$ cat src/rtl/wb_master_if.sv
// Wishbone classic master bridging a stalled CPU pipeline to a single outstanding bus access.
// Completion data and error/timeout flags are held while the pipeline remains stalled.
module wb_master_if #(
    parameter int ADDR_W  = 32,
    parameter int DATA_W  = 32,
    parameter int SEL_W   = DATA_W / 8,
    parameter int STALL_W = 6,
    parameter int TIMEOUT = 255
) (
    input  logic               clk,
    input  logic               rst,
    input  logic [STALL_W-1:0] stall_i,
    input  logic               flush_i,
    input  logic               cpu_ce_i,
    input  logic [ADDR_W-1:0]  cpu_addr_i,
    input  logic [DATA_W-1:0]  cpu_data_i,
    input  logic               cpu_we_i,
    input  logic [SEL_W-1:0]   cpu_sel_i,
    output logic [DATA_W-1:0]  cpu_data_o,
    output logic               stallreq,
    output logic               bus_err_o,
    output logic               bus_tmo_o,
    output logic [ADDR_W-1:0]  wishbone_addr_o,
    output logic [DATA_W-1:0]  wishbone_data_o,
    output logic               wishbone_we_o,
    output logic [SEL_W-1:0]   wishbone_sel_o,
    output logic               wishbone_stb_o,
    output logic               wishbone_cyc_o,
    input  logic [DATA_W-1:0]  wishbone_data_i,
    input  logic               wishbone_ack_i,
    input  logic               wishbone_err_i
);

    localparam logic [1:0] IDLE           = 2'b00;
    localparam logic [1:0] BUSY           = 2'b01;
    localparam logic [1:0] WAIT_FOR_STALL = 2'b10;

    // A zero TIMEOUT still needs a 1-bit timer so the declarations stay legal.
    localparam int TW = (TIMEOUT == 0) ? 1 : $clog2(TIMEOUT + 1);
    localparam logic [TW-1:0] TMO_LAST = (TIMEOUT == 0) ? '0 : TW'(TIMEOUT - 1);
    localparam logic [TW-1:0] TMR_MAX  = '1;

    logic [1:0]        state;
    logic [TW-1:0]     timer;
    logic [DATA_W-1:0] rd_buf;
    logic              err_flag;
    logic              tmo_flag;
    logic              stb_q;

    logic tmo_hit;
    logic done;
    logic rd_ack;

    assign tmo_hit = (TIMEOUT != 0) && (timer == TMO_LAST);
    assign done    = wishbone_err_i | wishbone_ack_i | tmo_hit;
    assign rd_ack  = wishbone_ack_i & ~wishbone_err_i & ~wishbone_we_o;

    assign wishbone_stb_o = stb_q;
    assign wishbone_cyc_o = stb_q;

    always_comb begin
        stallreq   = 1'b0;
        cpu_data_o = '0;
        bus_err_o  = 1'b0;
        bus_tmo_o  = 1'b0;
        if (!rst) begin
            case (state)
                IDLE: stallreq = cpu_ce_i & ~flush_i;
                BUSY: begin
                    // A flush without completion still stalls; the abort lands at the edge.
                    stallreq   = ~done;
                    cpu_data_o = rd_ack ? wishbone_data_i : '0;
                    bus_err_o  = wishbone_err_i;
                    bus_tmo_o  = tmo_hit & ~wishbone_err_i & ~wishbone_ack_i;
                end
                WAIT_FOR_STALL: begin
                    cpu_data_o = rd_buf;
                    bus_err_o  = err_flag;
                    bus_tmo_o  = tmo_flag;
                end
                default: ;
            endcase
        end
    end

    always_ff @(posedge clk) begin
        if (rst || state == 2'b11) begin
            state           <= IDLE;
            timer           <= '0;
            rd_buf          <= '0;
            err_flag        <= 1'b0;
            tmo_flag        <= 1'b0;
            stb_q           <= 1'b0;
            wishbone_addr_o <= '0;
            wishbone_data_o <= '0;
            wishbone_we_o   <= 1'b0;
            wishbone_sel_o  <= '0;
        end else begin
            case (state)
                IDLE: begin
                    if (cpu_ce_i && !flush_i) begin
                        state           <= BUSY;
                        stb_q           <= 1'b1;
                        wishbone_addr_o <= cpu_addr_i;
                        wishbone_data_o <= cpu_data_i;
                        wishbone_we_o   <= cpu_we_i;
                        wishbone_sel_o  <= cpu_sel_i;
                        rd_buf          <= '0;
                        err_flag        <= 1'b0;
                        tmo_flag        <= 1'b0;
                        timer           <= '0;
                    end
                end
                BUSY: begin
                    if (done || flush_i) begin
                        stb_q           <= 1'b0;
                        wishbone_addr_o <= '0;
                        wishbone_data_o <= '0;
                        wishbone_we_o   <= 1'b0;
                        wishbone_sel_o  <= '0;
                    end
                    if (done) begin
                        rd_buf   <= rd_ack ? wishbone_data_i : '0;
                        err_flag <= wishbone_err_i;
                        tmo_flag <= tmo_hit & ~wishbone_err_i & ~wishbone_ack_i;
                        state    <= (stall_i != '0) ? WAIT_FOR_STALL : IDLE;
                    end else if (flush_i) begin
                        rd_buf   <= '0;
                        err_flag <= 1'b0;
                        tmo_flag <= 1'b0;
                        state    <= IDLE;
                    end else if (timer != TMR_MAX) begin
                        timer <= timer + 1'b1;
                    end
                end
                WAIT_FOR_STALL: begin
                    if (flush_i || stall_i == '0)
                        state <= IDLE;
                end
                default: state <= IDLE;
            endcase
        end
    end

endmodule
$ cat config.mk
export PLATFORM = sky130hd
export DESIGN_NAME = wb_master_if
export DESIGN_NICKNAME = d
export VERILOG_FILES = /design/src/rtl/wb_master_if.sv
export SDC_FILE = /design/constraint.sdc
export NUM_CORES = 1
export LEC_CHECK = 0
export ABC_CLOCK_PERIOD_IN_PS = 4000
export BUFFER_PORTS_ARGS = -buffer_cell sky130_fd_sc_hd__clkbuf_2
export CAP_MARGIN = 30
export CORE_MARGIN = 2
export CORE_UTILIZATION = 47
export CTS_CLUSTER_DIAMETER = 150
export DETAILED_ROUTE_END_ITERATION = 8
export GPL_TIMING_DRIVEN = 0
export PLACE_DENSITY = 0.77
export SLEW_MARGIN = 25
export SYNTH_ARGS = -nofsm -noshare
export SYNTH_HDL_FRONTEND = slang
export SYNTH_SLANG_ARGS = --single-unit
$ cat constraint.sdc
create_clock -name clk -period 4 [get_ports clk]
set_input_delay 0.8 -clock clk [delete_from_list [all_inputs] [get_ports clk]]
set_output_delay 0.8 -clock clk [all_outputs]
set_load 0.005 [all_outputs]
; Yosys cells after proc, flatten, opt, wreduce, memory -nomap -nowiden
; Index checks and enable logic that the tools add are counted.
[word_totals]
memories = 0
ramBits = 0
inputBits = 113
out_inout_bits = 106
romBits = 0
reg_bits = 114
latch_bits = 0
wordCells = 91
[op_classes]
n_bitwise = 12
mul = 0
add_sub_neg = 1
shifts = 0
magnitude_cmp = 0
reduce_logical = 13
eq_ne = 12
mux = 43
n_div = 0
[ops]
columns = op, n
row1 = 2-to-1 mux 32 bit, 8
row2 = one-hot mux 32 bit (2 select lines), 4
row3 = 2-to-1 mux 8 bit, 4
row4 = one-hot mux 8 bit (2 select lines), 1
row5 = one-hot mux 1 bit (2 select lines), 7
row6 = "inequality test 2 bit, second input constant", 6
row7 = 2-to-1 mux 1 bit, 10
row8 = 2-to-1 mux 2 bit, 5
row9 = AND reduction 3 bit, 3
row10 = "adder 8 x 1 -> 8 bit, second input constant", 1
row11 = "== test 8 bit, second input constant", 1
row12 = 2-to-1 mux 4 bit, 2
row13 = "inequality test 8 bit, second input constant", 1
row14 = one-hot mux 4 bit (2 select lines), 1
row15 = logical NOT 6 bit, 1
row16 = one-hot mux 2 bit (3 select lines), 1
row17 = nonzero test 6 bit, 1
row18 = AND 1 bit, 5
row19 = NOT 1 bit, 5
row20 = AND reduction 5 bit, 1
row21 = "== test 2 bit, second input constant", 2
row22 = logical OR 1 bit, 3
row23 = "inequality test 3 bit, second input constant", 1
row24 = "== test 2 x 1 -> 1 bit, second input constant", 1
row25 = other kinds (5), 6

; Depth between registers and ports, before layout
[depth]
ltp_word = 6
ltp_mapped = 9
ltp_nobuf = 6

; Worst setup path after synthesis
; OpenSTA, ideal clock, no wires.
[synth_path]
path_type = in2out
start = in wishbone_err_i
end = out cpu_data_o[10]
path_stages = 5
path_slack_ps = 1490
n_path_buf = 2
required_time_ps = 3200
arrival_time_ps = 1710
cell_sequence = nor4b_1 > buf_2 > buf_1 > a22oi_1 > nor2_1
[synth_between]
elab_chain_cells = 6
[synth_lines]
columns = item, line
row1 = from (decl), 31  ; input logic wishbone_err_i
row2 = NOT 1 bit, 56  ; assign rd_ack = wishbone_ack_i & ~wishbone_err_i & ~wishbone_we_o;
row3 = AND 1 bit (2 in a row), 56
row4 = 2-to-1 mux 32 bit, 72  ; cpu_data_o = rd_ack ? wishbone_data_i : '0;
row5 = one-hot mux 32 bit (2 select lines), 67  ; case (state)
row6 = 2-to-1 mux 32 bit, 66  ; if (!rst) begin
row7 = to (decl), 19  ; output logic [DATA_W-1:0] cpu_data_o,
; No other way between the ends.

; Worst setup path in the final report
[layout_path]
start = reg state[1]
end = out cpu_data_o[31]
[layout_between]
elab_chain_cells = 3
elab_cells_between_ends = 4
classes_between = 2 x eq/ne / 2 x mux
[layout_lines]
columns = item, line
row1 = from (decl), 43  ; logic [1:0] state;
row2 = from (signal assigned), 126  ; state <= (stall_i != '0) ? WAIT_FOR_STALL : IDLE;
row3 = == test 2 bit or == test 2 x 1 -> 1 bit (tied branches), 67
row4 = one-hot mux 32 bit (2 select lines) *, 67
row5 = 2-to-1 mux 32 bit *, 66
; Mark *: on every way between the ends. The rest lies on a longest branch, timed or not.

==> summary.md <==
| Metric | Value |
|---|---|
| Final hold vios | 0 |
| Synth top area share | 42.78% |
| R2r worst-path depth | 9 |
| Worst Setup End Kind | output pin |
| Syn avg cell area | 7.951 µm² |
| Final setup vio count | 0 |
| Port-buffer cells | 217 |
| Post CTS Setup Buffer Count | 0 |
| Rel. slew slack | 52.68% |
| Tmin final | 3458 ps |
| Drt drc | 0 |
| Cell count after synthesis | 671 |
| Reg2reg setup slack | 1620 ps |
| Fin Setup TNS | 0 ps |
| Sequential share of the synthesized area | 42.78% |
| Mapped Nets | 790 |
| Critical path arrival | 2660 ps |
| Ys Warns | 0 |
| VDD IR-drop max | 0.3697 mV |
| Worst flop-to-flop path startpoint | state[0] |
| Fmax achieved | 289.1 MHz |
| CTS buffer count | 17 |
| RSZ-0062 raised after global routing | no |
| Initial DRC count | 390 |
| WL/cell | 16.37 µm |
| Cell breakdown of the critical path | inv_1 -> ha_1 -> buf_4 -> inv_2 -> nor4b_1 -> buf_2 -> buf_1 -> a22oi_1 -> nor2_1 -> clkbuf_2 |
| PnR worst setup slack | 541.5 ps |
| Core Box Area | 10940 µm² |
| CTS Sinks | 114 |
| Pins Over Slew Limit | 0 |
| Clock Pin Slew Worst Setup and Hold Paths | 60 ps |
| Worst r2r dst | wishbone_addr_o[13] |
| Gp weighted congestion | 0.9359 |
| Die area | 12220 µm² |
| Htree depth | 4 |
| Leakage | 2.844 nW |
| Cts hold-fix bufs | 0 |
| Final total power | 0.003706 W |
| IO Pins | 219 |
| Antenna cells | 0 |
| Root buf cell | clkbuf_16 |
| CP Class | register to output pin |
| Worst EP required | 3200 ps |
| DIE WIDTH | 110.5 µm |
| Post-place instance area | 6596 µm² |
| Rows | 38 |
| Skew final | 12.91 ps |
| Slew @ Worst Pin | 709.9 ps |
| Cell Area, Synth | 5335 µm² |
| Skew-Pair Late Insertion Delay | 410 ps |
| Worst hold slack | 473.2 ps |
| Drt pass-1 iters | 7 |
| Hold Path Origin | wishbone_addr_o[7] |
| CTS tree | built |
| Vias | 6113 |
| Post-cts resize count | 0 |
| Final #Nets | 1026 |
| CP bufs+invs | 6 |
| Area leader, netlist | dfxtp_1 |
| Critical Path Max Stage Delay | 420 ps |
| Dpl ws | 910.5 ps |
| Initial antenna violation count | 0 |
| Max FO, Critical Path | 10 |
| Crit path max-delay family | buffers and inverters |
| Syn-to-layout area delta | 34.78% |
| Clk buf depth | 2 |
| Hold Crit Endpoint | wishbone_addr_o[7] |
| Vias in the first global route | 5615 |
| Path type of the worst min-delay path | register to register |
| Largest net degree at the start of global routing | 17 |
| Yosys reg bits | 114 |
| Startpoint types | register |
| Fin area | 7191 µm² |
| Worst hold stages | 2 |
| Synth Flop Type | dfxtp_1 |
| Status | finished clean |
| Period utilization | 86.46% |
| Total congestion overflow | 0 |
| Pwr/cell area | 515.4 nW/µm² |
| HPWL after DPL | 12.36 mm |
| Synth cell types | 52 |
| Crit-path slowest cell | buf_1 |
| WL final | 17.35 mm |
| Die H | 110.5 µm |
| Top cells by area in the synthesized netlist | dfxtp_1, a21oi_1, nand3_1 |
| Maxcap violations | 0 |
| Share of layout cells above drive strength 1 | 30.76% |
| Antenna violation net count after detailed routing | 0 |
| Fraction of registers with async set/reset | 0% |
| Post-synth EDFFs | 0 |
| Initial Utilization | 48.79% |
| Vias/cell | 5.767 |
| GRT Util Overall | 27.53% |
| Global-route wire length before repair | 27.96 mm |
## cell usage after synthesis, types with 3 or more instances
library cell	instances
a21o_1	3
a21oi_1	111
a22oi_1	33
a311oi_1	3
a31oi_1	3
and4_1	3
buf_1	5
buf_2	7
buf_4	4
buf_6	8
clkbuf_1	51
clkbuf_2	3
dfxtp_1	114
ha_1	6
inv_1	5
nand2_1	9
nand3_1	77
nand4_1	37
nor2_1	38
nor3_1	4
o21ai_0	67
o21ai_1	45
## cell families after synthesis
family / after synthesis / synth area share, %
AO/OA/AOI/OAI: 279 / 29.32
adder cells (fa/ha/maj): 6 / 1.407
multiplexers: 2 / 0.3987
buffers and inverters: 84 / 7.551
flip-flops: 114 / 42.78
AND/OR/NAND/NOR: 186 / 18.55
## cell type report
| cell class | instances | area (µm²) |
|---|---|---|
| timing repair buffer | 217 | 1086 |
| tap | 140 | 175.2 |
| buffer | 78 | 380.4 |
| fill | 1017 | 3745 |
| inverter | 6 | 22.52 |
| clock inverter | 14 | 155.1 |
| clock buffer | 18 | 439.2 |
| multi-input combinational | 473 | 2650 |
| sequential | 114 | 2282 |
## worst min-delay path: stages (launching register included)
cell     delay [ps]
dfxtp_1         300
o21ai_0          60
a21oi_1          60
## sequential cells by signal, indices dropped and copies added, names as in the netlist
| name | flops |
|---|---|
| err_flag | 1 |
| rd_buf | 32 |
| state | 2 |
| timer | 8 |
| tmo_flag | 1 |
| wishbone_addr_o | 32 |
| wishbone_cyc_o | 1 |
| wishbone_data_o | 32 |
| wishbone_sel_o | 4 |
| wishbone_we_o | 1 |
## how the worst max path moves through the flow
stage                              start        endpoint  slack, ps  cells past startpoint
final                           state[1]  cpu_data_o[31]        540                     10
after global placement    wishbone_err_i  cpu_data_o[31]        930                      7
after CTS                       state[1]   cpu_data_o[0]        560                     10
after detailed placement  wishbone_err_i  cpu_data_o[31]        910                      7
after floorplan           wishbone_err_i  cpu_data_o[10]       1490                      5
after global routing            state[1]   cpu_data_o[0]        370                     10
## routing by layer
| layer | up-vias | wire (µm) | global-route usage (%) |
|---|---|---|---|
| met5 | - | 0 | 0 |
| met4 | 0 | 337 | 9.167 |
| met3 | 31 | 1511 | 9.111 |
| met2 | 291 | 8133 | 44.34 |
| met1 | 2835 | 7369 | 34.78 |
| li1 | 2956 | - | - |
## stage by stage
step	instances	utilization [%]
6_report	1060	65.76
5_1_grt	1060	65.76
4_1_cts	1060	65.76
3_5_place_dp	1028	60.32
3_3_place_gp	1028	60.32
2_1_floorplan	671	-
## cells in the final DEF (no fill, tap or decap), types with 4 or more instances in the layout
cell	instances
nand3_1	77
a21oi_1	111
buf_4	4
dfxtp_1	114
nor3_1	4
ha_1	6
o21ai_0	67
clkbuf_16	17
clkinv_4	5
nor2_1	38
inv_1	5
nand4_1	37
buf_2	7
buf_1	5
o21ai_1	45
clkbuf_1	51
nand2_1	9
buf_6	8
a22oi_1	33
clkbuf_2	220
## power breakdown
| group | leakage [nW] | switching [W] | internal (W) |
|---|---|---|---|
| combinational | 1.63 | 0.000584 | 0.000303 |
| clock | 0.287 | 0.000576 | 0.000941 |
| sequential | 0.925 | 0.0000589 | 0.00124 |
Note: power is estimated with default switching activity, not from simulation.
